## src/rtl/microwave_pkg.sv

```systemverilog
// Shared types and constants for the microwave cooking-time countdown.
package microwave_pkg;

    typedef enum logic [1:0] {
        ST_IDLE  = 2'd0,
        ST_RUN   = 2'd1,
        ST_PAUSE = 2'd2,
        ST_DONE  = 2'd3
    } state_t;

    localparam int BCD_W        = 4;
    localparam int SEC_TENS_W   = 3;
    localparam int SEC_TENS_MOD = 6;
    localparam int BCD_MOD      = 10;

    function automatic logic [BCD_W-1:0] sat_bcd(input logic [BCD_W-1:0] v,
                                                 input logic [BCD_W-1:0] lim);
        return (v > lim) ? lim : v;
    endfunction

endpackage

```

## src/rtl/bcd_down_digit.sv

```systemverilog
// One modulo-MOD down-counting digit; borrow_out flags a wrap so the next
// digit up decrements in the same cycle.
module bcd_down_digit #(
    parameter int MOD   = 10,
    parameter int WIDTH = 4
) (
    input  logic             clk,
    input  logic             reset,
    input  logic             clear,
    input  logic             load,
    input  logic [WIDTH-1:0] d,
    input  logic             dec,
    output logic [WIDTH-1:0] q,
    output logic             borrow_out
);

    assign borrow_out = dec && (q == '0);

    always_ff @(posedge clk) begin
        if (reset || clear)
            q <= '0;
        else if (load)
            q <= d;
        else if (dec)
            q <= (q == '0) ? WIDTH'(MOD - 1) : q - WIDTH'(1);
    end

endmodule

```

## src/rtl/microwave_countdown_timer.sv

```systemverilog
// mm:ss BCD cooking-time countdown with load/start/pause/cancel control.
//
//   state    | meaning
//   ---------+------------------------------------------------
//   ST_IDLE  | value loaded or cleared, waiting for start
//   ST_RUN   | decrementing one second per tick
//   ST_PAUSE | countdown suspended, digits held
//   ST_DONE  | reached 00:00, waiting for load or cancel
module microwave_countdown_timer
    import microwave_pkg::*;
#(
    parameter int MIN_TENS_MAX = 9
) (
    input  logic                  clk,
    input  logic                  reset,
    input  logic                  tick,
    input  logic                  load,
    input  logic                  start,
    input  logic                  pause,
    input  logic                  cancel,
    input  logic [BCD_W-1:0]      min_tens_in,
    input  logic [BCD_W-1:0]      min_ones_in,
    input  logic [SEC_TENS_W-1:0] sec_tens_in,
    input  logic [BCD_W-1:0]      sec_ones_in,
    output logic [BCD_W-1:0]      min_tens,
    output logic [BCD_W-1:0]      min_ones,
    output logic [SEC_TENS_W-1:0] sec_tens,
    output logic [BCD_W-1:0]      sec_ones,
    output logic                  running,
    output logic                  paused,
    output logic                  done
);

    localparam logic [BCD_W-1:0] MT_LIM = BCD_W'(MIN_TENS_MAX);
    localparam logic [BCD_W-1:0] ONES_LIM = BCD_W'(BCD_MOD - 1);
    localparam logic [SEC_TENS_W-1:0] ST_LIM = SEC_TENS_W'(SEC_TENS_MOD - 1);

    state_t state, state_nxt;
    logic   load_acc, tick_acc, done_nxt;
    logic   count_zero, count_one;
    logic   so_borrow, st_borrow, mo_borrow, unused_mt_borrow;

    logic [BCD_W-1:0]      mt_d, mo_d, so_d;
    logic [SEC_TENS_W-1:0] st_d;

    assign mt_d = sat_bcd(min_tens_in, MT_LIM);
    assign mo_d = sat_bcd(min_ones_in, ONES_LIM);
    assign so_d = sat_bcd(sec_ones_in, ONES_LIM);
    assign st_d = (sec_tens_in > ST_LIM) ? ST_LIM : sec_tens_in;

    assign count_zero = (min_tens == '0) && (min_ones == '0) &&
                        (sec_tens == '0) && (sec_ones == '0);
    // 00:01 is the only value whose next tick lands on 00:00
    assign count_one  = (min_tens == '0) && (min_ones == '0) &&
                        (sec_tens == '0) && (sec_ones == BCD_W'(1));

    always_comb begin
        state_nxt = state;
        load_acc  = 1'b0;
        tick_acc  = 1'b0;
        done_nxt  = 1'b0;
        if (cancel) begin
            state_nxt = ST_IDLE;
        end else if (load && state != ST_RUN) begin
            load_acc  = 1'b1;
            state_nxt = ST_IDLE;
        end else if (pause && state == ST_RUN) begin
            state_nxt = ST_PAUSE;
        end else if (start && (state == ST_IDLE || state == ST_PAUSE) && !count_zero) begin
            state_nxt = ST_RUN;
        end else if (tick && state == ST_RUN) begin
            tick_acc = 1'b1;
            if (count_one) begin
                state_nxt = ST_DONE;
                done_nxt  = 1'b1;
            end
        end
    end

    always_ff @(posedge clk) begin
        if (reset) begin
            state <= ST_IDLE;
            done  <= 1'b0;
        end else begin
            state <= state_nxt;
            done  <= done_nxt;
        end
    end

    assign running = (state == ST_RUN);
    assign paused  = (state == ST_PAUSE);

    bcd_down_digit #(.MOD(BCD_MOD), .WIDTH(BCD_W)) u_sec_ones (
        .clk(clk), .reset(reset), .clear(cancel), .load(load_acc),
        .d(so_d), .dec(tick_acc), .q(sec_ones), .borrow_out(so_borrow)
    );

    bcd_down_digit #(.MOD(SEC_TENS_MOD), .WIDTH(SEC_TENS_W)) u_sec_tens (
        .clk(clk), .reset(reset), .clear(cancel), .load(load_acc),
        .d(st_d), .dec(so_borrow), .q(sec_tens), .borrow_out(st_borrow)
    );

    bcd_down_digit #(.MOD(BCD_MOD), .WIDTH(BCD_W)) u_min_ones (
        .clk(clk), .reset(reset), .clear(cancel), .load(load_acc),
        .d(mo_d), .dec(st_borrow), .q(min_ones), .borrow_out(mo_borrow)
    );

    bcd_down_digit #(.MOD(BCD_MOD), .WIDTH(BCD_W)) u_min_tens (
        .clk(clk), .reset(reset), .clear(cancel), .load(load_acc),
        .d(mt_d), .dec(mo_borrow), .q(min_tens), .borrow_out(unused_mt_borrow)
    );

endmodule

```

## config.mk

```make
export PLATFORM = sky130hd
export DESIGN_NAME = microwave_countdown_timer
export DESIGN_NICKNAME = d
export VERILOG_FILES = /design/src/rtl/microwave_pkg.sv /design/src/rtl/bcd_down_digit.sv /design/src/rtl/microwave_countdown_timer.sv
export SDC_FILE = /design/constraint.sdc
export NUM_CORES = 1
export LEC_CHECK = 0
export CAP_MARGIN = 40
export CORE_MARGIN = 5
export CORE_UTILIZATION = 40
export CTS_CLUSTER_SIZE = 24
export DETAILED_ROUTE_END_ITERATION = 6
export PLACE_DENSITY = 0.85
export SLEW_MARGIN = 20
export SYNTH_ARGS = -nofsm -noshare
export SYNTH_HDL_FRONTEND = slang
export SYNTH_SLANG_ARGS = --single-unit
```

## constraint.sdc

```tcl
create_clock -name clk -period 4.7 [get_ports clk]
set_clock_uncertainty 0.1 [all_clocks]
set_input_delay 0.47 -clock clk [delete_from_list [all_inputs] [get_ports clk]]
set_output_delay 0.47 -clock clk [all_outputs]
set_load 0.02 [all_outputs]
```

======== After elaboration in Yosys (flattened, before gate mapping) ========
Cells that the tools add are included.
operators by class
  equality and inequality tests ........... 4
  bitwise logic cells ..................... 1
  reductions and logical operators ........ 33
  add/sub/neg operators ................... 4
  $lt $le $gt $ge ......................... 4
  multiplexer cells ....................... 28
operators with widths
  cell                   number
  $mux W4                12
  $gt A4 B4 Y1 const B   3
  $logic_and A1 B1 Y1    12
  $logic_not A4 Y1       3
  $mux W3                4
  $reduce_bool A2 Y1     6
  $sub A4 B1 Y4 const B  3
  $mux W1                8
  $mux W2                4
  $reduce_bool A3 Y1     2
  $reduce_or A6 Y1       1
  $eq A4 B1 Y1 const B   1
  $reduce_and A2 Y1      2
  $reduce_or A4 Y1       1
  $gt A3 B3 Y1 const B   1
  $logic_not A3 Y1       1
  $reduce_or A3 Y1       1
  $sub A3 B1 Y3 const B  1
  $eq A2 B1 Y1 const B   1
  $eq A2 B2 Y1 const B   1
  $logic_not A2 Y1       1
  $logic_or A1 B1 Y1     2
  $ne A2 B1 Y1 const B   1
  $logic_not A1 Y1       1
  $not A1 Y1             1
word-level totals
  word-level logic and storage cells ...... 81
  register bits ........................... 18
  input bits .............................. 22
  output and inout bits ................... 18

======== Longest topological paths before layout ========
  word-level depth ........................ 15
  gate-level depth with buffers ........... 7
  depth with buffers taken out ............ 5

======== Cells and area by module ========
From an unflattened synthesis, not the netlist that was laid out.
unflattened totals
  cell total of the unflattened synthesis .. 137
  area, all modules ....................... 1118.6 um^2
by module, submodules not included
  module                           area each (um^2)  cells each  sequential area each (um^2)  instances
  bcd_down_digit (u_min_ones ...)  203.9             24          80.1                         3
  microwave_countdown_timer        316.6             44          60.1                         1
  bcd_down_digit (u_sec_tens)      190.2             21          60.1                         1

======== Least setup slack after synthesis ========
OpenSTA, ideal clock, no wires.
  kind .................................... input to register
  start ................................... input cancel
  end ..................................... register u_min_ones.q[2]
  setup slack ............................. 2750 ps
  setup time .............................. 118 ps
  data required time ...................... 4482 ps
  path buffers ............................ 2
  arrival ................................. 1732 ps
  stages .................................. 7
  cell sequence ........................... or3_1 or2_1 buf_6 buf_6 nor3_2 mux2i_1 o2bb2ai_1
between the ends
  longest elaborated chain between the ends .. 4
  elaborated cells between the ends (all ways) .. 7
  those cells by class .................... 3 x mux; 4 x reduce/logical
RTL lines
  what                                 line                             text
  start, declared                      microwave_countdown_timer.sv:20  input logic cancel,
  $mux W1                              microwave_countdown_timer.sv:62  if (cancel) begin
  $logic_and A1 B1 Y1 (2 in a row)     bcd_down_digit.sv:17             assign borrow_out = dec && (q == '0);
  $reduce_bool A2 Y1 (no source line)  -
  end signal, assigned                 bcd_down_digit.sv:25             q <= (q == '0) ? WIDTH'(MOD - 1) : q - WIDTH'(1);
  end, declared                        bcd_down_digit.sv:13             output logic [WIDTH-1:0] q,
Parallel ways exist; a longest one is shown, timed or not.
A chain may end at the register's enable or synchronous reset.

======== Worst setup path in the final report ========
  start ................................... input cancel
  end ..................................... register u_sec_tens.q[1]
between the ends
  longest elaborated chain between the ends .. 3
  elaborated cells between the ends (all ways) .. 6
  those cells by class .................... 3 x mux; 3 x reduce/logical
RTL lines
  what                                 line
  $mux W1                              microwave_countdown_timer.sv:62
  $logic_and A1 B1 Y1                  bcd_down_digit.sv:17
  $reduce_bool A2 Y1 (no source line)  -
  end signal, assigned                 bcd_down_digit.sv:25
  end, declared                        bcd_down_digit.sv:13
Parallel ways exist; a longest one is shown, timed or not.

==> flow_metrics.py <==
metrics = {
    "outcome": {
        "status": "completed",
    },
    "floorplan": {
        "die_h_um": 61.9,
        "start_util": 0.427,
        "rows": 18,
        "io_pins": 40,
        "coreArea_mm2": 0.00252,
        "die_w_um": 61.9,
        "dieArea_mm2": 0.00383,
    },
    "yosys": {
        "syn-cell-area_mm2": 0.00108,
        "yosysWarnings": 0,
        "ys.flop_type": "dfxtp_1",
        "syn_inst": 126,
        "ys_types": 36,
        "synth_edf_count": 0,
        "ys_ff_latch": 18,
        "yosysSeqAreaShare": 0.334,
        "syn-num-nets": 148,
        "syn_area_per_cell_um2": 8.55,
        "async_flop_share": 0,
    },
    "global_route": {
        "grtUsageMet3": 0.0599,
        "antenna_found_initial": 0,
        "grt_max_degree": 21,
        "busiest_layer": "met2",
        "grt_pass1_wl_um": 4700,
        "grt_pass1_vias": 1105,
        "grtUsageMet2": 0.274,
        "grt-ovfl-total": 0,
        "gr-usage-all-layers": 0.162,
        "met1_usage": 0.198,
    },
    "power": {
        "irDropWorstVdd_v": 0.000191,
        "power.density_mw_per_mm2": 219,
        "p_leak_uw": 0.000502,
    },
    "place": {
        "place_congestion": 0.811,
        "place_inst": 190,
        "portBuffers": 39,
        "hpwl_um": 2260,
        "dpl_worst_slack_ns": 2.04,
    },
    "worst_setup_path": {
        "path_class": "input port to flop",
        "crit_end": "u_sec_tens.q[1]",
        "cp_data_required_time_ns": 4.81,
        "cp.arrival_ns": 2.43,
        "worstPathMaxFanout": 14,
        "reg2reg_depth": 5,
        "critPathLaunch": "cancel",
        "worstSetupEndpointType": "flop",
        "r2r_end": "state[0]",
        "timing.rr.start": "u_sec_ones.q[2]",
        "r2r_slack_ns": 2.58,
        "startpoint_type": "input port",
    },
    "sta": {
        "fin_crit_ns": 2.32,
        "rsz0062_at_grt": "false",
        "post-route-period-util": 0.495,
        "fin_ws_ns": 2.38,
        "finalMaxSlewViolations": 0,
        "max_slew.worst_pin.slew_ns": 0.635,
        "finalHoldViolations": 0,
        "setup_tns_ns": 0,
        "finalSetupViolCount": 0,
        "fmax_mhz": 430,
        "slew_headroom": 0.573,
    },
    "finish": {
        "multi_input_area_um2": 676,
        "layout_common_cells": "39 x clkdlybuf4s50_1, 18 x dfxtp_1, 14 x nor2_1, 9 x a21oi_1",
        "num-fill-cells": 246,
        "area_delta_synth_final_pct": 40.0,
        "drive_gt1_frac": 0.0976,
        "fin_cells": 194,
        "num_antenna_cells": 0,
        "final_common_cell": "clkdlybuf4s50_1",
        "post-route-util": 0.598,
        "num-nets-final": 187,
        "seqCellArea_um2": 360,
    },
    "clocking": {
        "cts_setup_buffers": 0,
        "clkTransAtPathRegs_ns": 0.10,
        "cts_resized": 0,
        "cts.sinks": 18,
        "clockBufferDepth": 2,
        "tritoncts": "yes",
        "clock_latency_ns": 0.30,
        "htree_levels": 1,
        "root_buffer": "clkbuf_4",
        "numCtsBuffers": 3,
        "cts_hold_buf": 0,
    },
    "drt": {
        "vias_per_cell": 5.56,
        "first_pass_iters": 4,
        "wl_per_cell_um": 14.4,
        "num_vias": 1078,
        "drt-total-wl_um": 2780,
        "drc": 0,
        "drt-initial-drc-count": 56,
        "ant_nets": 0,
    },
    "min_path": {
        "min_path_type": "flop to flop",
        "worstHoldStart": "u_sec_tens.q[1]",
    },
    "run": {
        "timing.max_cap.violations": 0,
    },
}
## Yosys cell counts, types with 2 or more instances
master | number | area [µm²]
o21a_1 | 3 | 22.5
dfxtp_1 | 18 | 360
o21ai_0 | 5 | 25.0
o21ai_1 | 2 | 10.0
nand2b_1 | 3 | 18.8
a21oi_1 | 9 | 45.0
or2_1 | 2 | 12.5
nor4_2 | 2 | 25.0
mux2i_1 | 6 | 60.1
nand3_1 | 2 | 10.0
nor3_2 | 5 | 50.1
a211oi_1 | 5 | 37.5
nor4_1 | 3 | 18.8
inv_1 | 2 | 7.51
nand2_1 | 3 | 11.3
nor2_1 | 14 | 52.6
o2bb2ai_1 | 4 | 35.0
a31oi_1 | 2 | 12.5
clkbuf_1 | 3 | 11.3
nor2b_1 | 6 | 37.5
buf_6 | 2 | 22.5
or2_2 | 3 | 18.8
nor3_1 | 2 | 10.0
o31ai_1 | 3 | 22.5
xnor2_1 | 5 | 43.8
o41ai_1 | 2 | 17.5
## how the worst min path moves through the flow
stage                       to  depth (start not counted)
6_report       u_sec_tens.q[1]                          2
5_1_grt        u_sec_tens.q[1]                          2
4_1_cts        u_sec_tens.q[1]                          2
3_5_place_dp   u_sec_tens.q[1]                          2
3_3_place_gp   u_sec_tens.q[1]                          2
2_1_floorplan         state[0]                          2
## power breakdown
group | total (µW) | internal, µW | switching (µW)
logic | 70.5 | 35.3 | 35.2
registers | 162 | 156 | 5.19
clock network | 97.6 | 47.3 | 50.3
total | 330 | 239 | 90.7
## cell families after synthesis
logic type                share of synthesized area
AOI/OAI and AO/OA                             0.228
xor gates and xnor gates                     0.0488
buffers and inverters                        0.0383
DFF                                           0.334
muxes                                        0.0558
and+or+nand+nor                               0.295
## cell type report
class,instances,share of cell area
Clock buffer,4,0.0241
Multi-Input combinational cell,101,0.448
Sequential cell,18,0.239
Inverter,2,0.00498
Tap cell,30,0.0249
Timing Repair Buffer,39,0.259
## worst max-delay path, stage by stage
cell and delay (ns):
clkdlybuf4s50_1 0.47, or3_1 0.38, or2_1 0.43, nor2_1 0.26
a31oi_1 0.11, a221oi_1 0.31
## routing by layer
metal,part of all wire,routed length [µm]
met1,0.45,1250
met2,0.48,1330
met3,0.068,189
met4,0.0043,12
met5,0,0
## metrics by stage
step	power, µW	hold WS, ns	instance area (µm²)
final	330	0.438	1510
after global placement	234	0.413	1470
after detailed placement	235	0.428	1470
after CTS	332	0.445	1510
after floorplan	200	0.434	1080
after global routing	343	0.470	1510
## sequential cells by signal, summed over array words and instances, names as in the netlist
name          count
u_min_tens.q      4
done              1
state             2
u_sec_ones.q      4
u_min_ones.q      4
u_sec_tens.q      3
Power figures use the tool's default switching activity.
